File: src/rtl/ip_dram_pkg.sv
// Shared definitions for the ip_sdram user-port arbiter: bus widths and arbiter state encoding.
package ip_dram_pkg;

  localparam int DRAM_AW = 27;
  localparam int DRAM_DW = 128;
  localparam int DRAM_MW = 16;

  typedef enum logic [1:0] {
    IDLE    = 2'd0,
    BUSY    = 2'd1,
    REFRESH = 2'd2
  } arb_state_e;

endpackage

File: src/rtl/ip_dram_tag_fifo.sv
// Read-tag FIFO: remembers which requester issued each outstanding read so returns can be routed in order.
module ip_dram_tag_fifo #(
  parameter int DEPTH = 4,
  parameter int AW    = 2
) (
  input  logic clk,
  input  logic reset,
  input  logic push,
  input  logic push_tag,
  input  logic pop,
  output logic full,
  output logic empty,
  output logic head
);

  localparam logic [AW:0] DEPTH_C = (AW+1)'(DEPTH);

  logic [DEPTH-1:0] mem_r;
  logic [AW-1:0]    wr_ptr_r;
  logic [AW-1:0]    rd_ptr_r;
  logic [AW:0]      count_r;
  logic             do_push_s;
  logic             do_pop_s;

  // A push into a full FIFO is only honoured when a pop frees a slot in the same cycle
  assign do_pop_s  = pop && (count_r != '0);
  assign do_push_s = push && ((count_r != DEPTH_C) || do_pop_s);

  assign full  = (count_r == DEPTH_C);
  assign empty = (count_r == '0);
  assign head  = mem_r[rd_ptr_r];

  // Storage and pointer/occupancy bookkeeping
  always_ff @(posedge clk or posedge reset) begin
    if (reset) begin
      mem_r    <= '0;
      wr_ptr_r <= '0;
      rd_ptr_r <= '0;
      count_r  <= '0;
    end else begin
      if (do_push_s) begin
        mem_r[wr_ptr_r] <= push_tag;
        wr_ptr_r        <= wr_ptr_r + 1'b1;
      end
      if (do_pop_s) begin
        rd_ptr_r <= rd_ptr_r + 1'b1;
      end
      case ({do_push_s, do_pop_s})
        2'b10:   count_r <= count_r + 1'b1;
        2'b01:   count_r <= count_r - 1'b1;
        default: count_r <= count_r;
      endcase
    end
  end

endmodule

File: src/rtl/ip_dram_arbiter.sv
// Two-requester round-robin arbiter in front of the ip_sdram user port, with in-order read-return
// routing and refresh_req/refresh_ack sequencing.
module ip_dram_arbiter
  import ip_dram_pkg::*;
#(
  parameter int MAX_OUTSTANDING = 4,
  parameter int TAG_AW          = 2
) (
  input  logic               clk,
  input  logic               reset,
  input  logic [DRAM_AW-1:0] s0_address,
  input  logic               s0_write,
  input  logic               s0_valid,
  output logic               s0_ready,
  input  logic [DRAM_DW-1:0] s0_wdata,
  input  logic [DRAM_MW-1:0] s0_wdata_mask,
  output logic [DRAM_DW-1:0] s0_rdata,
  output logic               s0_rdata_valid,
  input  logic [DRAM_AW-1:0] s1_address,
  input  logic               s1_write,
  input  logic               s1_valid,
  output logic               s1_ready,
  input  logic [DRAM_DW-1:0] s1_wdata,
  input  logic [DRAM_MW-1:0] s1_wdata_mask,
  output logic [DRAM_DW-1:0] s1_rdata,
  output logic               s1_rdata_valid,
  output logic [DRAM_AW-1:0] dram_address,
  output logic               dram_write,
  output logic               dram_valid,
  input  logic               dram_ready,
  output logic [DRAM_DW-1:0] dram_wdata,
  output logic [DRAM_MW-1:0] dram_wdata_mask,
  input  logic [DRAM_DW-1:0] dram_rdata,
  input  logic               dram_rdata_valid,
  input  logic               refresh_req,
  output logic               refresh_ack
);

  arb_state_e state_r;
  arb_state_e state_s;
  logic       prio_r;          // 1: s1 wins a tie
  logic       elig0_s;
  logic       elig1_s;
  logic       grant0_s;
  logic       grant1_s;
  logic       accept_s;
  logic       push_s;
  logic       pop_s;
  logic       fifo_full_s;
  logic       fifo_empty_s;
  logic       fifo_head_s;
  logic       refresh_ack_s;

  // Eligibility and round-robin grant
  always_comb begin
    elig0_s  = (state_r == IDLE) && s0_valid && !refresh_req && (s0_write || !fifo_full_s);
    elig1_s  = (state_r == IDLE) && s1_valid && !refresh_req && (s1_write || !fifo_full_s);
    grant0_s = elig0_s && (!elig1_s || !prio_r);
    grant1_s = elig1_s && (!elig0_s || prio_r);
  end

  assign s0_ready = grant0_s && !reset;
  assign s1_ready = grant1_s && !reset;
  assign accept_s = (grant0_s || grant1_s) && !reset;
  assign push_s   = accept_s && !(grant1_s ? s1_write : s0_write);

  // Returned beats go to whoever issued the oldest outstanding read; beats with no owner are dropped
  assign pop_s          = dram_rdata_valid && !fifo_empty_s;
  assign s0_rdata_valid = pop_s && !fifo_head_s;
  assign s1_rdata_valid = pop_s && fifo_head_s;
  assign s0_rdata       = dram_rdata;
  assign s1_rdata       = dram_rdata;

  ip_dram_tag_fifo #(
    .DEPTH (MAX_OUTSTANDING),
    .AW    (TAG_AW)
  ) u_tag_fifo (
    .clk      (clk),
    .reset    (reset),
    .push     (push_s),
    .push_tag (grant1_s),
    .pop      (pop_s),
    .full     (fifo_full_s),
    .empty    (fifo_empty_s),
    .head     (fifo_head_s)
  );

  // Next-state logic; refresh is only acknowledged once every issued read has returned
  always_comb begin
    state_s       = state_r;
    refresh_ack_s = 1'b0;
    case (state_r)
      IDLE: begin
        if (refresh_req) begin
          state_s = REFRESH;
        end else if (accept_s) begin
          state_s = BUSY;
        end else begin
          state_s = IDLE;
        end
      end
      BUSY: begin
        if (dram_ready) begin
          state_s = IDLE;
        end else begin
          state_s = BUSY;
        end
      end
      REFRESH: begin
        if (!refresh_req) begin
          state_s = IDLE;
        end else begin
          state_s       = REFRESH;
          refresh_ack_s = fifo_empty_s;
        end
      end
      default: begin
        state_s = IDLE;
      end
    endcase
  end

  // Control registers: state, priority pointer, handshake outputs
  always_ff @(posedge clk or posedge reset) begin
    if (reset) begin
      state_r     <= IDLE;
      prio_r      <= 1'b0;
      dram_valid  <= 1'b0;
      refresh_ack <= 1'b0;
    end else begin
      state_r     <= state_s;
      dram_valid  <= (state_s == BUSY);
      refresh_ack <= refresh_ack_s;
      if (accept_s) begin
        prio_r <= grant0_s;
      end
    end
  end

  // Request capture; held untouched while BUSY so the command is stable until dram_ready
  always_ff @(posedge clk or posedge reset) begin
    if (reset) begin
      dram_address    <= '0;
      dram_write      <= 1'b0;
      dram_wdata      <= '0;
      dram_wdata_mask <= '0;
    end else if (accept_s) begin
      dram_address    <= grant1_s ? s1_address    : s0_address;
      dram_write      <= grant1_s ? s1_write      : s0_write;
      dram_wdata      <= grant1_s ? s1_wdata      : s0_wdata;
      dram_wdata_mask <= grant1_s ? s1_wdata_mask : s0_wdata_mask;
    end
  end

endmodule
File: config.mk
export PLATFORM = sky130hd
export DESIGN_NAME = ip_dram_arbiter
export DESIGN_NICKNAME = d
export VERILOG_FILES = /design/src/rtl/ip_dram_pkg.sv /design/src/rtl/ip_dram_tag_fifo.sv /design/src/rtl/ip_dram_arbiter.sv
export SDC_FILE = /design/constraint.sdc
export NUM_CORES = 1
export LEC_CHECK = 0
export CORE_AREA = 2 2 358 360
export DETAILED_ROUTE_END_ITERATION = 12
export DIE_AREA = 0 0 360 362
export GPL_TIMING_DRIVEN = 0
export PLACE_DENSITY = 0.34
export SETUP_SLACK_MARGIN = 0.2
export SLEW_MARGIN = 5
export SYNTH_ARGS = -nofsm -noshare
export SYNTH_HDL_FRONTEND = slang
export SYNTH_SLANG_ARGS = --single-unit
File: constraint.sdc
create_clock -name clk -period 6.44 [get_ports clk]
set_input_delay 1.288 -clock clk [delete_from_list [all_inputs] [get_ports clk]]
set_output_delay 1.288 -clock clk [all_outputs]
set_load 0.05 [all_outputs]
==> run metrics, run 1 <==
status finished, final reports clean; Mapped Cells around 1300; non-filler instance count after layout 3764; post-synthesis sequential area ratio 0.447; post-CTS sizing 0; routed len/inst about 22 um; clock-pin slew on the worst setup and hold paths ~0.080 ns; crit path time final about 5.6 ns; Starting DRT DRC Count approximately 640; worst r2r path cells 6; largest area contributor in the netlist dfrtp_1; CP Capture Type primary output; vias around 12000; top_reg_cell synth dfrtp_1; first-pass GRT wire length between 100 and 150 mm; fin util 0.167; Leak between 8 and 9 nW; library cells used by synthesis 39; top cells by area, synth dfrtp_1 (45%), buf_4 (18%), nand2_1 (12%); fmax approximately 180 MHz; # clock sinks roughly 190; clk_lat worst skew 0.54 ns; Die Span Y 362 um; WHS Path Cells 1; die area roughly 0.13 sq mm; core footprint between 0.1 and 0.15 sq mm; most common cell in the netlist nand2_1; CP required between 5 and 6 ns; post-synthesis register bit count ~190; Clock Root Buffer clkbuf_16; Synth Warn # 0; area of the mapped netlist about 0.011 sq mm; Final Hold Fails 0; max-cap viol count 0; Power, Total about 7.2 mW; Port Buf Inserts between 700 and 800; CTS tree yes; Net Count, Synth approximately 1800; Post-DP HPWL 70.2 mm; CTS Buf Count 17; Die X approximately 360 um; total grt overflow 0; WL final roughly 83 mm; setup TNS 0 ns; PwrDens ~340 mW/mm^2; Worst Path Max Fanout 10; drt pass-1 iters 6; # nets final ~2600; GRT Util Overall 0.124; FP Rows around 130; vias per inst ~3.2; CTS Hold Buffers Added 0; Critical path origin refresh_req; Seq pwr share 0.262; H-tree lvl count 4; P_int 3.60 mW; synth-to-layout area growth 101%; fin crit share 0.876; Detail Route Antenna Nets 0; Clock Skew 0.0129 ns; ys async rst share 1.00; antenna violations before repair 23; unrepaired setup endpoints after global routing false; DRC 0; Slew HR 0.269; # setup viols final 0; layout cells sized above 1 0.162; HP Class reg2reg; Post-CTS Setup Bufs 0; IO Count slightly above 900; logic gate share of total power 0.574; Placed Cells about 3700; Initial Util 0.0831; Startpoint Class primary input; vias in the first global route around 13000; Setup CP Type in2out; min-delay src u_tag_fifo.count_r[2]; Worst Tran Pin Value 1.10 ns; Clk pwr share 0.163; Critical Path AT roughly 4.4 ns; Post-synth EDFFs 0; Slew Limit Fails 0; largest net degree at the start of global routing 32; CTS Buffer Depth 2; switching pwr around 3.6 mW; Final GP Congestion between 0.8 and 0.9; reg2reg start state_r[1]; Post-synth top cells nand2_1 (343), buf_4 (257), dfrtp_1 (188); mean post-synth cell area roughly 8.3 sq um; Switching Fraction 0.502; Max IR drop VDD about 0.00018 V; Yosys top cell area share 0.447
-- flip-flops by register name, summed over array words and instances (netlist names) --
register             count
u_tag_fifo.count_r       3
refresh_ack              1
dram_valid               1
dram_wdata             128
u_tag_fifo.wr_ptr_r      2
u_tag_fifo.mem_r         4
u_tag_fifo.rd_ptr_r      2
prio_r                   1
state_r                  2
dram_write               1
dram_wdata_mask         16
dram_address            27
-- cell families (layout without fill, tap and decap cells) --
group / Yosys count / count (layout) / synth area share
simple gates: 532 / 532 / 0.193
buf+inv: 342 / 1163 / 0.224
compound gates: 197 / 197 / 0.119
flops: 188 / 188 / 0.447
fa+ha+maj: 6 / 6 / 0.00784
xor+xnor: 6 / 6 / 0.00499
mux: 3 / 3 / 0.00416
other cells: 0 / 7 / 0
-- final cells by class --
type,count,area (sq um)
Timing Repair Buffer,789,7960
Clock inverter,13,153
Fill cell,14382,106000
Tap cell,1662,2080
Inverter,9,37.5
Buffer,333,2330
Multi-Input combinational cell,744,3470
Antenna cell,7,17.5
Clock buffer,19,443
Sequential cell,188,4700
-- placed cells by master (no fill, tap or decap), types with 17 or more instances in the layout --
| master | synthesis | routed |
|---|---|---|
| clkbuf_1 | 32 | 32 |
| clkbuf_16 | 0 | 17 |
| buf_4 | 257 | 257 |
| dfrtp_1 | 188 | 188 |
| nand2_1 | 343 | 343 |
| clkdlybuf4s50_1 | 0 | 783 |
| buf_2 | 26 | 27 |
| nor2_1 | 176 | 176 |
| a31oi_1 | 175 | 175 |
-- worst max-delay path, cell delays in order --
cell,delay (ns)
clkdlybuf4s50_1,0.45
nor3_2,0.33
o211ai_2,0.23
o21ai_2,0.41
buf_2,0.51
buf_2,0.34
nor2_1,0.07
clkdlybuf4s50_1,0.72
-- per-layer routing --
| metal | vias to the layer above | track usage | wire length, um |
|---|---|---|---|
| li1 | 5533 | - | - |
| met1 | 5672 | 0.139 | 32500 |
| met2 | 576 | 0.209 | 40800 |
| met3 | 67 | 0.0543 | 7790 |
| met4 | 12 | 0.0428 | 1940 |
| met5 | - | 0 | 86 |
-- power by group through the flow --
stage          sequential (mW)  combinational [mW]  clock [mW]
6_report                  1.90                4.16        1.18
5_1_grt                   1.96                4.39        1.29
4_1_cts                   1.90                4.23        1.27
3_5_place_dp              1.92                4.22           0
3_3_place_gp              1.91                4.23           0
2_1_floorplan             3.28                1.10           0
-- path summary, 6_finish.rpt --
path / end / slack (ns)
setup / recovery: s1_ready / 0.80
hold / removal: u_tag_fifo.count_r[2] / 0.49
setup reg to reg: dram_wdata[15] / 2.98
hold reg to reg: u_tag_fifo.count_r[2] / 0.49
max in group asynchronous: dram_wdata[56] / 4.52
min in group asynchronous: dram_valid / 0.85
-- stage by stage --
step,instance area [sq um],hold WS (ns),setup slack (ns)
floorplan,10500,0.453,2.18
global placement,20500,0.473,0.388
detailed placement,20600,0.477,0.580
CTS,21200,0.492,0.576
global route,21200,0.518,0.407
finish,21200,0.488,0.800
Note: power is estimated with default switching activity, not from simulation.
==> inputs of run 2 (changes only) <==
--- a/constraint.sdc
+++ b/constraint.sdc
@@ -3,2 +3,2 @@
 set_output_delay 1.288 -clock clk [all_outputs]
-set_load 0.05 [all_outputs]
+set_load 0.1 [all_outputs]
==> run 2 against run 1 <==
- non-clock buffer count is the same
- die area is the same
- clock power is essentially flat
- final area is essentially flat
- critical path depth is the same
- worst hold slack is the same
- sequential share of layout area is essentially flat
- core utilization is essentially flat
- flip-flop and latch count is the same
- first-iteration DRC count is the same
- cell count is the same
- critical path type unchanged
==> run metrics, run 2 (synthesis gave the netlist of run 1 again) <==
status finished, final reports clean (unchanged); Slew HR 0.119 (was 0.269); CTS Buf Count 17 (unchanged); routed len/inst 22.1 um (about the same); crit path time final 5.41 ns (was 5.64 ns); largest reg by FF count dram_wdata (unchanged); total grt overflow 0 (unchanged); # setup viols final 0 (unchanged); first-pass GRT wire length 110 mm (unchanged); fmax 185 MHz (was 177 MHz); fin crit share 0.840 (was 0.876); Max IR drop VDD 0.000180 V (about the same); Initial Util 0.0831 (unchanged); Post-DP HPWL 70.2 mm (unchanged); Power, Total 9.14 mW (was 7.24 mW); Port Buf Inserts 783 (unchanged); DRC 0 (unchanged); CP required 5.15 ns (about the same); CTS Hold Buffers Added 0 (unchanged); Starting DRT DRC Count 644 (unchanged); Final GP Congestion 0.816 (unchanged); HP Class reg2reg (unchanged); vias in the first global route 12541 (unchanged); Die X 360 um (unchanged); CP max-delay cell buf_2 (was clkdlybuf4s50_1); Final Hold Fails 0 (unchanged); PwrDens 431 mW/mm^2 (was 342 mW/mm^2); max-cap viol count 0 (unchanged); antenna violations before repair 23 (unchanged); CTS tree yes (unchanged); # clock sinks 188 (unchanged); Setup CP Type in2out (unchanged); H-tree lvl count 4 (unchanged); unrepaired setup endpoints after global routing false (unchanged); setup TNS 0 ns (unchanged); Largest regs dram_wdata x128, dram_address x27, dram_wdata_mask x16 (unchanged); clock-pin slew on the worst setup and hold paths 0.08 ns (about the same); largest net degree at the start of global routing 32 (unchanged); Startpoint Class primary input (unchanged); IO Count 913 (unchanged); most common cell after layout, fill and taps aside clkdlybuf4s50_1 (unchanged); FP Rows 131 (unchanged); Largest register FFs 128 (unchanged); Worst path most repeated cell buf_2; layout cells sized above 1 0.162 (unchanged); vias 11860 (unchanged); Leak 8.45 nW (was 8.43 nW); biggest cell delay along the critical path 0.51 ns (was 0.72 ns); Clock Root Buffer clkbuf_16 (unchanged); CP Capture Type primary output (unchanged); Detail Route Antenna Nets 0 (unchanged); vias per inst 3.15 (unchanged); synth-to-layout area growth 101% (about the same); most frequent cells in the layout clkdlybuf4s50_1 (782), nand2_1 (343), buf_4 (257) (was clkdlybuf4s50_1 (783), nand2_1 (343), buf_4 (257)); WL final 83.1 mm (about the same); clk_lat worst skew 0.54 ns (about the same); CTS Buffer Depth 2 (unchanged); drt pass-1 iters 6 (unchanged); Die Span Y 362 um (unchanged); Worst Tran Pin Value 1.32 ns (was 1.10 ns); Clock Skew 0.0129 ns (unchanged); GRT Util Overall 0.124 (unchanged); Worst Path Max Fanout 10 (unchanged); Critical Path AT 4.12 ns (was 4.35 ns); die area 0.130 sq mm (unchanged); Slew Limit Fails 0 (unchanged); # nets final 2567 (unchanged); worst-path cell chain clkdlybuf4s50_1, nor3_2, o211ai_2, o21ai_2, buf_2, buf_2, nor2_1, dlymetal6s2s_1 (was clkdlybuf4s50_1, nor3_2, o211ai_2, o21ai_2, buf_2, buf_2, nor2_1, clkdlybuf4s50_1); core footprint 0.127 sq mm (unchanged)
-- run 2: cell count changes in the layout (fill, tap and decap cells not counted) --
| cell | previous run | this run |
|---|---|---|
| clkdlybuf4s50_1 | 783 | 782 |
| dlymetal6s2s_1 | 0 | 1 |
-- run 2: critical path, delay by kind of cell --
kind | cells | cell delay [ns]
compound gates | 2 | 0.64
buf+inv | 4 | 1.79
simple gates | 2 | 0.39
-- run 2: metal layers --
metal,track usage,share of wire,up-vias
li1,-,-,5533
met1,0.139,0.39,5672
met2,0.209,0.49,576
met3,0.0543,0.094,67
met4,0.0428,0.023,12
met5,0,0.0010,-
-- run 2: area by class of cell --
type | count | area (sq um)
antenna | 7 | 17.5
buffer | 333 | 2330
clock buffer | 19 | 443
clock inverter | 13 | 153
fill | 14381 | 106000
inverter | 9 | 37.5
multi-input combinational | 744 | 3470
sequential | 188 | 4700
tap | 1662 | 2080
timing repair buffer | 789 | 7960
-- run 2: what timing repair did --
item                                    in CTS  in global routing
setup buffers                                0                  0
endpoints found under the setup margin       0                  1
gates resized for setup                      0                  1
-- run 2: report_power, final --
part           switching (mW)  internal (mW)  total (mW)  leakage [nW]
combinational            4.64           1.42        6.06          6.07
sequential              0.280           1.62        1.90          2.10
clock                   0.623          0.560        1.18         0.284
total                    5.55           3.60        9.14          8.45
-- run 2: per-stage QoR --
step / cell area, sq um / instances / setup slack (ns) / hold WS (ns) / util
floorplan: 10500 / 1274 / 1.12 / 0.453 / -
global placement: 20500 / 3719 / 0.290 / 0.473 / 0.161
detailed placement: 20600 / 3725 / 0.313 / 0.477 / 0.162
CTS: 21200 / 3757 / 0.308 / 0.492 / 0.167
global route: 21200 / 3761 / 0.639 / 0.518 / 0.167
finish: 21200 / 3764 / 1.03 / 0.488 / 0.167
-- run 2: final timing paths --
kind | startpoint | slack [ns] | cells past startpoint | endpoint
worst max-delay path | refresh_req | 1.03 | 8 | s1_ready
max in group asynchronous | reset | 4.52 | 5 | dram_wdata[56]
worst min register to register | u_tag_fifo.count_r[2] | 0.49 | 1 | u_tag_fifo.count_r[2]
worst min-delay path | u_tag_fifo.count_r[2] | 0.49 | 1 | u_tag_fifo.count_r[2]
min in group asynchronous | reset | 0.85 | 2 | dram_valid
worst max register to register | state_r[1] | 2.98 | 6 | dram_wdata[15]
